## src/rtl/vga_pkg.sv

```systemverilog
// Shared constants and helpers for the banded VGA controller.
// Defaults describe 640x480@60 with a 25.175 MHz pixel clock.
package vga_pkg;

   localparam int VGA_H_ACTIVE = 640;
   localparam int VGA_H_FP     = 16;
   localparam int VGA_H_SYNC   = 96;
   localparam int VGA_H_BP     = 48;
   localparam int VGA_V_ACTIVE = 480;
   localparam int VGA_V_FP     = 10;
   localparam int VGA_V_SYNC   = 2;
   localparam int VGA_V_BP     = 33;
   localparam int VGA_COLOR_W  = 8;

   typedef enum logic {
      MODE_ROWS = 1'b0,
      MODE_COLS = 1'b1
   } band_mode_e;

   // Bit offset of band k inside the packed {R,G,B} colour bus.
   function automatic int band_offset(input int band, input int color_w);
      return band * 3 * color_w;
   endfunction

endpackage

```

## src/rtl/vga_timing_gen.sv

```systemverilog
// Horizontal/vertical counters with sync, blank and active x/y decode.
// Decoded values are registered once (pipeline stage 1); raw counters are also exported.
module vga_timing_gen
   import vga_pkg::*;
#(
   parameter int   H_ACTIVE = VGA_H_ACTIVE,
   parameter int   H_FP     = VGA_H_FP,
   parameter int   H_SYNC   = VGA_H_SYNC,
   parameter int   H_BP     = VGA_H_BP,
   parameter int   V_ACTIVE = VGA_V_ACTIVE,
   parameter int   V_FP     = VGA_V_FP,
   parameter int   V_SYNC   = VGA_V_SYNC,
   parameter int   V_BP     = VGA_V_BP,
   parameter logic SYNC_POL = 1'b0,
   localparam int  H_TOTAL  = H_ACTIVE + H_FP + H_SYNC + H_BP,
   localparam int  V_TOTAL  = V_ACTIVE + V_FP + V_SYNC + V_BP,
   localparam int  HW       = $clog2(H_TOTAL),
   localparam int  VW       = $clog2(V_TOTAL),
   localparam int  XW       = $clog2(H_ACTIVE),
   localparam int  YW       = $clog2(V_ACTIVE)
)(
   input  logic          clk,
   input  logic          rst_n,
   output logic [HW-1:0] h_cnt,
   output logic [VW-1:0] v_cnt,
   output logic          line_end,
   output logic          hs,
   output logic          vs,
   output logic          blank_n,
   output logic          frame_start,
   output logic [XW-1:0] x,
   output logic [YW-1:0] y
);

   logic [HW-1:0] h_q, h_d;
   logic [VW-1:0] v_q, v_d;
   logic          hs_q, hs_d;
   logic          vs_q, vs_d;
   logic          blank_n_q, blank_n_d;
   logic          frame_start_q, frame_start_d;
   logic [XW-1:0] x_q, x_d;
   logic [YW-1:0] y_q, y_d;
   logic          active;

   always_ff @(posedge clk or negedge rst_n) begin
      if (!rst_n) begin
         h_q           <= '0;
         v_q           <= '0;
         hs_q          <= ~SYNC_POL;
         vs_q          <= ~SYNC_POL;
         blank_n_q     <= 1'b0;
         frame_start_q <= 1'b0;
         x_q           <= '0;
         y_q           <= '0;
      end else begin
         h_q           <= h_d;
         v_q           <= v_d;
         hs_q          <= hs_d;
         vs_q          <= vs_d;
         blank_n_q     <= blank_n_d;
         frame_start_q <= frame_start_d;
         x_q           <= x_d;
         y_q           <= y_d;
      end
   end

   always_comb begin
      line_end = (h_q == HW'(H_TOTAL - 1));
      h_d      = line_end ? '0 : h_q + HW'(1);
      v_d      = v_q;
      if (line_end) begin
         v_d = (v_q == VW'(V_TOTAL - 1)) ? '0 : v_q + VW'(1);
      end

      active = (int'(h_q) < H_ACTIVE) && (int'(v_q) < V_ACTIVE);
      hs_d   = ((int'(h_q) >= H_ACTIVE + H_FP) && (int'(h_q) < H_ACTIVE + H_FP + H_SYNC))
               ? SYNC_POL : ~SYNC_POL;
      // VS changes only with v, so its edges line up with h = 0.
      vs_d   = ((int'(v_q) >= V_ACTIVE + V_FP) && (int'(v_q) < V_ACTIVE + V_FP + V_SYNC))
               ? SYNC_POL : ~SYNC_POL;
      blank_n_d     = active;
      frame_start_d = (h_q == '0) && (v_q == '0);
      x_d           = active ? h_q[XW-1:0] : '0;
      y_d           = active ? v_q[YW-1:0] : '0;
   end

   assign h_cnt       = h_q;
   assign v_cnt       = v_q;
   assign hs          = hs_q;
   assign vs          = vs_q;
   assign blank_n     = blank_n_q;
   assign frame_start = frame_start_q;
   assign x           = x_q;
   assign y           = y_q;

endmodule

```

## src/rtl/vga_band_controller.sv

```systemverilog
// Parametrised VGA timing plus NUM_BANDS equal colour bands (stacked rows or side-by-side columns).
// Colours and mode are shadowed once per frame at the start of vertical blanking.
module vga_band_controller
   import vga_pkg::*;
#(
   parameter int   H_ACTIVE  = VGA_H_ACTIVE,
   parameter int   H_FP      = VGA_H_FP,
   parameter int   H_SYNC    = VGA_H_SYNC,
   parameter int   H_BP      = VGA_H_BP,
   parameter int   V_ACTIVE  = VGA_V_ACTIVE,
   parameter int   V_FP      = VGA_V_FP,
   parameter int   V_SYNC    = VGA_V_SYNC,
   parameter int   V_BP      = VGA_V_BP,
   parameter int   NUM_BANDS = 3,
   parameter int   COLOR_W   = VGA_COLOR_W,
   parameter logic SYNC_POL  = 1'b0,
   localparam int  XW        = $clog2(H_ACTIVE),
   localparam int  YW        = $clog2(V_ACTIVE),
   localparam int  RGB_W     = NUM_BANDS * 3 * COLOR_W
)(
   input  logic               iVGA_CLK,
   input  logic               iRST_n,
   input  logic               iMODE,
   input  logic [RGB_W-1:0]   iBAND_RGB,
   output logic               oHS,
   output logic               oVS,
   output logic               oBLANK_n,
   output logic [COLOR_W-1:0] r_data,
   output logic [COLOR_W-1:0] g_data,
   output logic [COLOR_W-1:0] b_data,
   output logic [XW-1:0]      oX,
   output logic [YW-1:0]      oY,
   output logic               oFRAME_START
);

   localparam int H_TOTAL = H_ACTIVE + H_FP + H_SYNC + H_BP;
   localparam int V_TOTAL = V_ACTIVE + V_FP + V_SYNC + V_BP;
   localparam int HW      = $clog2(H_TOTAL);
   localparam int VW      = $clog2(V_TOTAL);
   localparam int AW      = $clog2((H_ACTIVE > V_ACTIVE) ? H_ACTIVE : V_ACTIVE) + 1;
   localparam int BW      = (NUM_BANDS > 1) ? $clog2(NUM_BANDS) : 1;
   localparam int PIX_W   = 3 * COLOR_W;

   logic [HW-1:0]      h_cnt;
   logic [VW-1:0]      v_cnt;
   logic               line_end;
   logic               hs_s1, vs_s1, blank_n_s1, frame_start_s1;
   logic [XW-1:0]      x_s1;
   logic [YW-1:0]      y_s1;

   logic [AW-1:0]      row_acc_q, row_acc_d, row_sum;
   logic [AW-1:0]      col_acc_q, col_acc_d, col_sum;
   logic [BW-1:0]      row_band_q, row_band_d;
   logic [BW-1:0]      col_band_q, col_band_d;
   logic [BW-1:0]      band_s1_q, band_s1_d;
   logic [RGB_W-1:0]   rgb_q, rgb_d;
   band_mode_e         mode_q, mode_d;
   logic               shadow_load;

   logic               hs_q, hs_d, vs_q, vs_d, blank_n_q, blank_n_d;
   logic               frame_start_q, frame_start_d;
   logic [XW-1:0]      x_q, x_d;
   logic [YW-1:0]      y_q, y_d;
   logic [COLOR_W-1:0] r_q, r_d, g_q, g_d, b_q, b_d;
   logic [PIX_W-1:0]   pix;

   vga_timing_gen #(
      .H_ACTIVE (H_ACTIVE), .H_FP (H_FP), .H_SYNC (H_SYNC), .H_BP (H_BP),
      .V_ACTIVE (V_ACTIVE), .V_FP (V_FP), .V_SYNC (V_SYNC), .V_BP (V_BP),
      .SYNC_POL (SYNC_POL)
   ) u_timing (
      .clk         (iVGA_CLK),
      .rst_n       (iRST_n),
      .h_cnt       (h_cnt),
      .v_cnt       (v_cnt),
      .line_end    (line_end),
      .hs          (hs_s1),
      .vs          (vs_s1),
      .blank_n     (blank_n_s1),
      .frame_start (frame_start_s1),
      .x           (x_s1),
      .y           (y_s1)
   );

   always_ff @(posedge iVGA_CLK or negedge iRST_n) begin
      if (!iRST_n) begin
         row_acc_q     <= '0;
         row_band_q    <= '0;
         col_acc_q     <= '0;
         col_band_q    <= '0;
         band_s1_q     <= '0;
         rgb_q         <= '0;
         mode_q        <= MODE_ROWS;
         hs_q          <= ~SYNC_POL;
         vs_q          <= ~SYNC_POL;
         blank_n_q     <= 1'b0;
         frame_start_q <= 1'b0;
         x_q           <= '0;
         y_q           <= '0;
         r_q           <= '0;
         g_q           <= '0;
         b_q           <= '0;
      end else begin
         row_acc_q     <= row_acc_d;
         row_band_q    <= row_band_d;
         col_acc_q     <= col_acc_d;
         col_band_q    <= col_band_d;
         band_s1_q     <= band_s1_d;
         rgb_q         <= rgb_d;
         mode_q        <= mode_d;
         hs_q          <= hs_d;
         vs_q          <= vs_d;
         blank_n_q     <= blank_n_d;
         frame_start_q <= frame_start_d;
         x_q           <= x_d;
         y_q           <= y_d;
         r_q           <= r_d;
         g_q           <= g_d;
         b_q           <= b_d;
      end
   end

   // Bresenham band tracking: acc holds pos*NUM_BANDS mod ACTIVE, band the quotient.
   always_comb begin
      row_sum    = row_acc_q + AW'(NUM_BANDS);
      col_sum    = col_acc_q + AW'(NUM_BANDS);
      row_acc_d  = row_acc_q;
      row_band_d = row_band_q;
      col_acc_d  = col_acc_q;
      col_band_d = col_band_q;
      if (line_end) begin
         col_acc_d  = '0;
         col_band_d = '0;
         if (int'(v_cnt) == V_TOTAL - 1) begin
            row_acc_d  = '0;
            row_band_d = '0;
         end else if (int'(v_cnt) < V_ACTIVE - 1) begin
            if (row_sum >= AW'(V_ACTIVE)) begin
               row_acc_d  = row_sum - AW'(V_ACTIVE);
               row_band_d = row_band_q + BW'(1);
            end else begin
               row_acc_d  = row_sum;
            end
         end
      end else if (int'(h_cnt) < H_ACTIVE - 1) begin
         if (col_sum >= AW'(H_ACTIVE)) begin
            col_acc_d  = col_sum - AW'(H_ACTIVE);
            col_band_d = col_band_q + BW'(1);
         end else begin
            col_acc_d  = col_sum;
         end
      end

      shadow_load = (h_cnt == '0) && (int'(v_cnt) == V_ACTIVE);
      rgb_d       = shadow_load ? iBAND_RGB : rgb_q;
      mode_d      = shadow_load ? band_mode_e'(iMODE) : mode_q;
      band_s1_d   = (mode_q == MODE_COLS) ? col_band_q : row_band_q;
   end

   always_comb begin
      pix = '0;
      for (int k = 0; k < NUM_BANDS; k++) begin
         if (band_s1_q == BW'(k)) begin
            pix = rgb_q[band_offset(k, COLOR_W) +: PIX_W];
         end
      end
      if (!blank_n_s1) begin
         pix = '0;
      end
      r_d           = pix[3*COLOR_W-1 -: COLOR_W];
      g_d           = pix[2*COLOR_W-1 -: COLOR_W];
      b_d           = pix[COLOR_W-1:0];
      hs_d          = hs_s1;
      vs_d          = vs_s1;
      blank_n_d     = blank_n_s1;
      frame_start_d = frame_start_s1;
      x_d           = x_s1;
      y_d           = y_s1;
   end

   assign oHS          = hs_q;
   assign oVS          = vs_q;
   assign oBLANK_n     = blank_n_q;
   assign oFRAME_START = frame_start_q;
   assign oX           = x_q;
   assign oY           = y_q;
   assign r_data       = r_q;
   assign g_data       = g_q;
   assign b_data       = b_q;

endmodule

```

## config.mk

```make
export PLATFORM = sky130hd
export DESIGN_NAME = vga_band_controller
export DESIGN_NICKNAME = d
export VERILOG_FILES = /design/src/rtl/vga_pkg.sv /design/src/rtl/vga_timing_gen.sv /design/src/rtl/vga_band_controller.sv
export SDC_FILE = /design/constraint.sdc
export NUM_CORES = 1
export LEC_CHECK = 0
export CAP_MARGIN = 10
export CORE_UTILIZATION = 59
export CTS_CLUSTER_DIAMETER = 150
export DETAILED_ROUTE_END_ITERATION = 12
export PLACE_DENSITY = 0.95
export REMOVE_ABC_BUFFERS = 1
export SLEW_MARGIN = 10
export SYNTH_ARGS = -nofsm -noshare
export SYNTH_HDL_FRONTEND = slang
export SYNTH_HIERARCHICAL = 1
export SYNTH_SLANG_ARGS = --single-unit
```

## constraint.sdc

```tcl
create_clock -name iVGA_CLK -period 7 [get_ports iVGA_CLK]
set_input_delay 0.7 -clock iVGA_CLK [delete_from_list [all_inputs] [get_ports iVGA_CLK]]
set_output_delay 0.7 -clock iVGA_CLK [all_outputs]
set_load 0.1 [all_outputs]
```

==> flow_metrics.tcl <==
set metrics [dict create \
    status "completed" \
    maxCapViolCount 0 \
    ios 122 \
    vias 6298 \
    async_flop_share 1.00 \
    setup_slack_ns 3.30 \
    via_per_inst 6.24 \
    yosysSeqAreaShare 0.565 \
    tns_ns 0 \
    total_power_mw 2.17 \
    track_usage 0.304 \
    final_common_cell "dfrtp_1" \
    post_cts_resized 0 \
    cts_tree "done" \
    synthFlopType "dfrtp_1" \
    drt_first_pass_iters 5 \
    yosysWarnings 6 \
    numCtsBuffers 17 \
    synth_edf_count 0 \
    slew_headroom 0.204 \
    layout_common_cells "dfrtp_1, clkdlybuf4s50_1, mux2_1" \
    hold_path.class "flip-flop to flip-flop" \
    finalClockSkew_ns 0.0117 \
    core_um2 13900 \
    die_y_um 122 \
    final_nets 901 \
    start_util 0.608 \
    grt_max_degree 122 \
    drt_wl_total_um 21600 \
    cts_hold_buf 0 \
    yosys_register_bits 191 \
    yosys.cell_types.count 65 \
    postSynthAreaPerCell_um2 11.8 \
    fin_crit_ns 3.70 \
    io_buffer_count 121 \
    worst_pin_slew_ns 1.19 \
    critPathArrivalTime_ns 4.00 \
    rows 43 \
    fin_hold_ws_ns 0.349 \
    clk-insertion-delay-late_ns 0.43 \
    clkTransAtPathRegs_ns 0.07 \
    timing.critical_path.from_type "flip-flop" \
    grt_overflow 0 \
    worstSetupEndpointType "flip-flop" \
    synth_area_um2 8470 \
    drc 0 \
    die_w_um 122 \
    p_per_area_nw_per_um2 210 \
    place.gp.congestion 0.882 \
    clock.fmax_ghz 0.270 \
    drv_slew 0 \
    period_share 0.528 \
    hold_viol_final 0 \
    rsz0062_at_grt "no" \
    worstPathRequired_ns 7.30 \
    antennaDiodeCount 0 \
    grt_first_pass_wirelength_um 33700 \
    ant_nets 0 \
    drive_gt1_frac 0.0603 \
    cts_buffer_depth 2 \
    die_area_um2 14800 \
    p_leak_nw 4.70 \
    htreeDepth 4 \
    cts_root_buf "clkbuf_16" \
    area_delta_synth_final_pct 21.9 \
    peakVddDrop_uv 159 \
    dp_cells 977 \
    first_iter_violations 661 \
    grt_pass1_vias 6248 \
    clock-sinks 191 \
    setup_viol 0 \
    fin_cells 1009 \
    post_drt_wl_per_cell_um 21.4 \
    grt_antenna_before_repair 0 \
    dp_hpwl_um 12500 \
    worstSetupPathType "flip-flop to flip-flop" \
    post_cts_buffers 0 \
    worstPathMaxFanout 9 \
    dp_slack_ns 3.45 \
    synthCells 715 \
    fillers 743 \
]
-- worst max-delay path: stages, from the launching register on --
cell and delay, ns:
dfrtp_1 0.49, inv_1 0.10, ha_1 0.29, nor2b_1 0.26, nand4_1 0.22, xnor2_1 0.19
ha_1 0.29, a222oi_1 0.98, or2_1 0.34, nor4_1 0.09, or3_1 0.31
-- metal layers --
metal	track usage	vias to the layer above	wire, um
met5	0	-	0
met4	0.124	0	771
met3	0.0749	78	1710
met2	0.511	336	10800
met1	0.375	3143	8350
li1	-	2741	-
-- registers in the layout, indices dropped and copies added (netlist names), 9 cells and up --
name	cells
u_timing/h_cnt	10
row_acc_q	11
u_timing/v_cnt	10
rgb_q	72
u_timing/y	9
oX	10
oY	9
col_acc_q	11
u_timing/x	10
-- worst paths after layout --
path / start / endpoint / slack [ns] / depth (start not counted)
worst max register to register: row_acc_q[0] / row_acc_q[7] / 3.30 / 10
worst min register to register: u_timing/x[2] / oX[2] / 0.35 / 0
worst min-delay path: u_timing/x[2] / oX[2] / 0.35 / 0
max in group asynchronous: iRST_n / rgb_q[58] / 5.05 / 2
worst max-delay path: row_acc_q[0] / row_acc_q[7] / 3.30 / 10
min in group asynchronous: iRST_n / r_data[0] / 0.41 / 1
-- power by group --
group / internal (mW) / switching [mW]
clock: 0.584 / 0.422
combinational: 0.0365 / 0.0276
sequential: 1.10 / 0
-- metrics by stage --
step / instance area (um2) / util
floorplan: 8250 / -
global placement: 9720 / 0.697
detailed placement: 9720 / 0.697
CTS: 10300 / 0.741
global route: 10300 / 0.741
finish: 10300 / 0.741
-- kinds of logic (layout without fill, tap and decap cells) --
kind of cell | Yosys count | in the layout | synth area share
muxes | 102 | 102 | 0.132
xor gates and xnor gates | 30 | 30 | 0.0310
DFF | 191 | 191 | 0.565
buffers and inverters | 53 | 167 | 0.0310
and+or+nand+nor | 228 | 228 | 0.150
adders and majority gates | 10 | 10 | 0.0148
AOI/OAI and AO/OA | 101 | 101 | 0.0771
-- cell usage after synthesis (14+ instances only) --
cell,count,area share
and2_1,42,0.031
buf_2,18,0.011
clkbuf_1,15,0.0066
dfrtp_1,187,0.55
mux2_1,74,0.098
mux2i_1,26,0.031
nand2_1,49,0.022
nand3_1,14,0.0083
nand4_1,18,0.013
nor2_1,25,0.011
nor4_1,16,0.012
o21ai_0,39,0.023
xnor2_1,18,0.019
-- final cells by class --
cell class	count	area (um2)	area share
well taps	180	225	0.0218
multi-input cells	471	3430	0.332
clock inverters	12	156	0.0151
flip-flops and latches	191	4780	0.463
repair buffers	124	1230	0.120
clock buffers	20	457	0.0442
inverters	11	41.3	0.00400
(Power assumes the default switching activity.)
==> RTL edit 1: new RTL, same settings <==
Remove the register `b_q`: a continuous assignment takes its place, so the output `b_data` follows one clock earlier.
--- a/src/rtl/vga_band_controller.sv
+++ b/src/rtl/vga_band_controller.sv
@@ -99,7 +99,6 @@
          y_q           <= '0;
          r_q           <= '0;
          g_q           <= '0;
-         b_q           <= '0;
       end else begin
          row_acc_q     <= row_acc_d;
          row_band_q    <= row_band_d;
@@ -116,9 +115,10 @@
          y_q           <= y_d;
          r_q           <= r_d;
          g_q           <= g_d;
-         b_q           <= b_d;
       end
    end
+
+   assign b_q = b_d;
 
    // Bresenham band tracking: acc holds pos*NUM_BANDS mod ACTIVE, band the quotient.
    always_comb begin
Function: same outputs for any inputs over 10 cycles, from zero or initial values and one cycle with iRST_n low; that may be too few to reach the edited logic, so the function may still have changed.
==> RTL edit 1 against the unedited design <==
  * Register-to-register slack improved by 520 ps
  * Sequential share of layout area is 1.6 points lower
  * Synthesized area shrank 0.10%
  * Setup slack worse by 430 ps
  * Design area fell by 0.67%
  * Count of clock-buffer cells in the layout rose by 5
  * Die area down 0.11%
  * Total power is 3.9% lower
  * Non-clock buffer count up 1
  * Wire length shrank 3.9%
  * Sequential cell count fell by 8
  * Core utilization decreased by 0.49 points
  * Clock skew decreased by 3.6 ps
  * Sequential power fell by 4%
==> RTL edit 1: results (changes against the unedited design) <==
mean number of vias per cell 6.11 (was 6.24); Post-synth top flop dfrtp_1 (unchanged); run status complete, no violations (unchanged); hold crit path type reg2reg (unchanged); sequential-to-total area share from yosys stat 0.542 (was 0.565); number of buffers added by the clock tree synthesis step 17 (unchanged); Final GP Congestion 0.876 (was 0.882); quantity of I/O buffers inserted on ports 121 (unchanged); wire length of the first global-routing pass 32.9 mm (was 33.7 mm); synth cell count leaders dfrtp_1, mux2_2, nand2_1 (was dfrtp_1, mux2_1, nand2_1); CTS max path bufs 2 (unchanged); data arrival at the endpoint of the critical path 3420 ps (was 4000 ps); cell at the root of the clock tree clkbuf_16 (unchanged); final wirelength 20.8 mm (was 21.6 mm); total number of H-tree levels 4 (unchanged); initial DRC count 799 (was 661); number of global-route vias before repair 6223 (was 6248); biggest cell delay along the critical path 1150 ps (was 980 ps); Worst path slowest cell clkdlybuf4s50_1 (was a222oi_1); number of nets in the layout 912 (was 901); GRT Resource Usage Total 0.295 (was 0.304); placed standard-cell area 9670 um^2 (was 9720 um^2); worst slack at placement 3420 ps (was 3450 ps); number of synthesis warnings 6 (unchanged); length of the first detailed-routing pass in iterations 5 (unchanged); Final HPWL DP 12.6 mm (was 12.5 mm); GR Util met2 0.500 (was 0.511); pin count of the biggest net entering global routing 107 (was 122); largest voltage drop on the vdd net 0.152 mV (was 0.159 mV); async set or reset register ratio after synthesis 1.00 (unchanged); postcts setup bufs 0 (unchanged); initial antenna violation count 0 (unchanged); met1 capacity usage during global routing 0.375 (about the same); top cells by area in the synthesized netlist dfrtp_1, mux2_2, mux2i_1 (was dfrtp_1, mux2_1, and2_1); fraction of final layout cells with drive strength greater than 1 0.151 (was 0.0603); clock edge transition at the registers on the reported setup and hold paths approximately 60 ps; peak fanout along the critical path 25 (was 9); Top Registers rgb_q: 72 flops, col_acc_q: 11 flops, row_acc_q: 11 flops (unchanged); maximum clock skew at final layout 8.06 ps (was 11.7 ps); antenna cells 0 (unchanged); normalized max-slew margin 0.294 (was 0.204); worst-skew pair later-pin latency 430 ps (about the same); FILL cells 827 (was 743); unique cell type count in the Yosys netlist 68 (was 65); Static Leak 4.56 nW (was 4.70 nW); number of gates resized after cts 0 (unchanged); met3 Track Usage GR 0.0613 (was 0.0749)
[RTL edit 1: changes by cell type in the layout (fill, tap and decap cells not counted), moves of 7 or more]
cell     unedited run  this run
mux2_2              2        75
mux2_1             74         2
dfrtp_1           187       179
nand2_1            49        57
inv_1              11        18
nor2_1             25        32
[RTL edit 1: worst paths after layout]
check,start,to,slack [ps],cells after the start
min reg2reg,u_timing/x[6],oX[6],350,0
min in group asynchronous,iRST_n,g_data[7],380,1
max,band_s1_q[1],b_data[2],2880,6
max reg2reg,row_acc_q[0],row_acc_q[7],3820,13
min,u_timing/x[6],oX[6],350,0
max in group asynchronous,iRST_n,rgb_q[48],5110,2
[RTL edit 1: metrics by stage]
stage	std cells	util	power [W]	hold WS [ps]
finish	1020	0.736	0.00209	347
global route	1020	0.736	0.00215	353
CTS	1020	0.736	0.00210	348
detailed placement	988	0.694	0.00114	335
global placement	988	0.694	0.00114	333
floorplan	683	-	0.00108	331
[RTL edit 1: where the power goes]
part           internal [W]  switching, W
clock network      0.000582      0.000386
logic             0.0000366     0.0000274
registers           0.00106             0
[RTL edit 1: logic make-up after synthesis]
family | count (synthesis) | synth area share
xor+xnor | 31 | 0.0321
buf+inv | 65 | 0.0396
flops | 183 | 0.542
compound gates | 103 | 0.0822
mux | 106 | 0.137
fa+ha+maj | 10 | 0.0148
simple gates | 232 | 0.153
[RTL edit 1: cell type report]
| type | instances | area, um^2 | share of cell area |
|---|---|---|---|
| clock buffers | 25 | 475 | 0.0463 |
| clock inverters | 7 | 118 | 0.0115 |
| inverters | 18 | 67.6 | 0.00658 |
| multi-input cells | 482 | 3550 | 0.346 |
| flip-flops and latches | 183 | 4580 | 0.447 |
| well taps | 180 | 225 | 0.0219 |
| repair buffers | 125 | 1240 | 0.121 |
[RTL edit 1: routing by layer]
layer / wire, um / part of all wire
met2: 10500 / 0.50
met4: 586 / 0.028
met1: 8250 / 0.40
met3: 1460 / 0.070
met5: 0 / 0
[RTL edit 1: worst max-delay path, delay by kind of cell, from the launching register on]
family | cells | cell delay [ps]
compound gates | 1 | 120
buf+inv | 2 | 1460
flops | 1 | 890
simple gates | 3 | 510
==> RTL edit 2: new RTL, same flow settings <==
Without the edit above. `SYNC_POL` is set to 1'b0 in 2 places; all go to 1'b1.
--- a/src/rtl/vga_timing_gen.sv
+++ b/src/rtl/vga_timing_gen.sv
@@ -11,7 +11,7 @@
    parameter int   V_FP     = VGA_V_FP,
    parameter int   V_SYNC   = VGA_V_SYNC,
    parameter int   V_BP     = VGA_V_BP,
-   parameter logic SYNC_POL = 1'b0,
+   parameter logic SYNC_POL = 1'b1,
    localparam int  H_TOTAL  = H_ACTIVE + H_FP + H_SYNC + H_BP,
    localparam int  V_TOTAL  = V_ACTIVE + V_FP + V_SYNC + V_BP,
    localparam int  HW       = $clog2(H_TOTAL),
--- a/src/rtl/vga_band_controller.sv
+++ b/src/rtl/vga_band_controller.sv
@@ -13,7 +13,7 @@
    parameter int   V_BP      = VGA_V_BP,
    parameter int   NUM_BANDS = 3,
    parameter int   COLOR_W   = VGA_COLOR_W,
-   parameter logic SYNC_POL  = 1'b0,
+   parameter logic SYNC_POL  = 1'b1,
    localparam int  XW        = $clog2(H_ACTIVE),
    localparam int  YW        = $clog2(V_ACTIVE),
    localparam int  RGB_W     = NUM_BANDS * 3 * COLOR_W
Function: changed (Yosys sat finds a counterexample within 4 cycles, from zero or initial values and one cycle with iRST_n low).
==> RTL edit 2 against the unedited design <==
  * Wire length down 3.8%
  * Core utilization down 0.51 points
  * Hold slack about the same
  * Sequential cell count unchanged
  * Setup slack worse by 0.83 ps
  * Largest power group unchanged
  * Die area down 0.43%
  * Synthesized area down 0.44%
  * Total power down 5.1%
  * Design area down 0.69%
  * Sequential power about the same
  * Via count down 0.95%
  * Synthesized cell count up 0.28%
==> RTL edit 2: results (changes against the unedited design) <==
wire length of the first global-routing pass 32.4 mm (was 33.7 mm); total number of H-tree levels 4 (unchanged); fraction of final layout cells with drive strength greater than 1 0.0541 (was 0.0603); largest voltage drop on the vdd net 0.187 mV (was 0.159 mV); routed len/inst 20.6 um (was 21.4 um); overall via count from detail_route 6238 (was 6298); placed insts 981 (was 977); sequential-to-total area share from yosys stat 0.567 (was 0.565); top cells by area in the synthesized netlist dfrtp_1, mux2_1, mux2i_1 (was dfrtp_1, mux2_1, and2_1); initial DRC count 670 (was 661); number of global-route vias before repair 6084 (was 6248); number of instances in the synthesized netlist 717 (was 715); GRT Resource Usage Total 0.293 (was 0.304); CTS max path bufs 2 (unchanged); FILL cells 778 (was 743); number of nets in the layout 905 (was 901); normalized max-slew margin 0.211 (was 0.204); Final HPWL DP 12.8 mm (was 12.5 mm); synth cell count leaders dfrtp_1, mux2_1, nand2_1 (unchanged); data arrival at the endpoint of the critical path 4010 ps (was 4000 ps); Static Leak 4.68 nW (was 4.70 nW); Final GP Congestion 0.902 (was 0.882); mean number of vias per cell 6.16 (was 6.24); maximum clock skew at final layout 9.29 ps (was 11.7 ps); length of the first detailed-routing pass in iterations 5 (unchanged); run status complete, no violations (unchanged); placed standard-cell area 9720 um^2 (about the same)
==> RTL edit 2: area by class of cell <==
type	count	area, um^2	area share
clock buffer	23	488	0.0476
clock inverter	8	55.1	0.00537
inverter	10	38.8	0.00378
multi-input combinational	476	3440	0.335
sequential	191	4780	0.466
tap	180	225	0.0220
timing repair buffer	124	1230	0.120
==> RTL edit 2: worst paths after layout <==
| path | start | end | slack [ps] | depth (start not counted) |
|---|---|---|---|---|
| setup / recovery | row_acc_q[0] | row_acc_q[7] | 3300 | 10 |
| hold / removal | u_timing/y[0] | oY[0] | 350 | 0 |
| setup reg to reg | row_acc_q[0] | row_acc_q[7] | 3300 | 10 |
| hold reg to reg | u_timing/y[0] | oY[0] | 350 | 0 |
| max in group asynchronous | iRST_n | g_data[0] | 5020 | 2 |
| min in group asynchronous | iRST_n | b_data[0] | 390 | 1 |
==> RTL edit 2: cells by family (layout without fill, tap and decap cells) <==
logic type | count (synthesis) | count (layout) | synth area share
multiplexers | 103 | 103 | 0.134
XOR/XNOR | 28 | 28 | 0.0291
AO/OA/AOI/OAI | 105 | 105 | 0.0785
flip-flops | 191 | 191 | 0.567
buffers and inverters | 50 | 165 | 0.0266
adder cells (fa/ha/maj) | 10 | 10 | 0.0148
AND/OR/NAND/NOR | 230 | 230 | 0.150
==> RTL edit 2: power by group <==
part | switching [W] | internal (W)
registers | 0 | 0.00110
logic | 0.0000277 | 0.0000366
clock network | 0.000404 | 0.000490
==> RTL edit 2: worst max-delay path, stage by stage (launching register included) <==
cell and delay [ps]:
dfrtp_1 500, inv_1 110, ha_1 310, nor2b_1 270, nand4_1 210, xnor2_1 180
ha_1 290, a222oi_1 1030, or2_1 310, nor4_1 70, or3_1 300
==> RTL edit 2: metal layers <==
| layer | wire length, um | track usage |
|---|---|---|
| met1 | 8040 | 0.355 |
| met2 | 10500 | 0.498 |
| met3 | 1680 | 0.0815 |
| met4 | 588 | 0.113 |
| met5 | 0 | 0 |
==> RTL edit 2: per-stage QoR <==
step | worst slack, ps | utilization | hold WS (ps)
final | 3300 | 0.736 | 349
after global routing | 3110 | 0.736 | 357
after CTS | 3410 | 0.736 | 354
after detailed placement | 3460 | 0.697 | 340
after global placement | 3570 | 0.697 | 333
after floorplan | 346 | - | 331
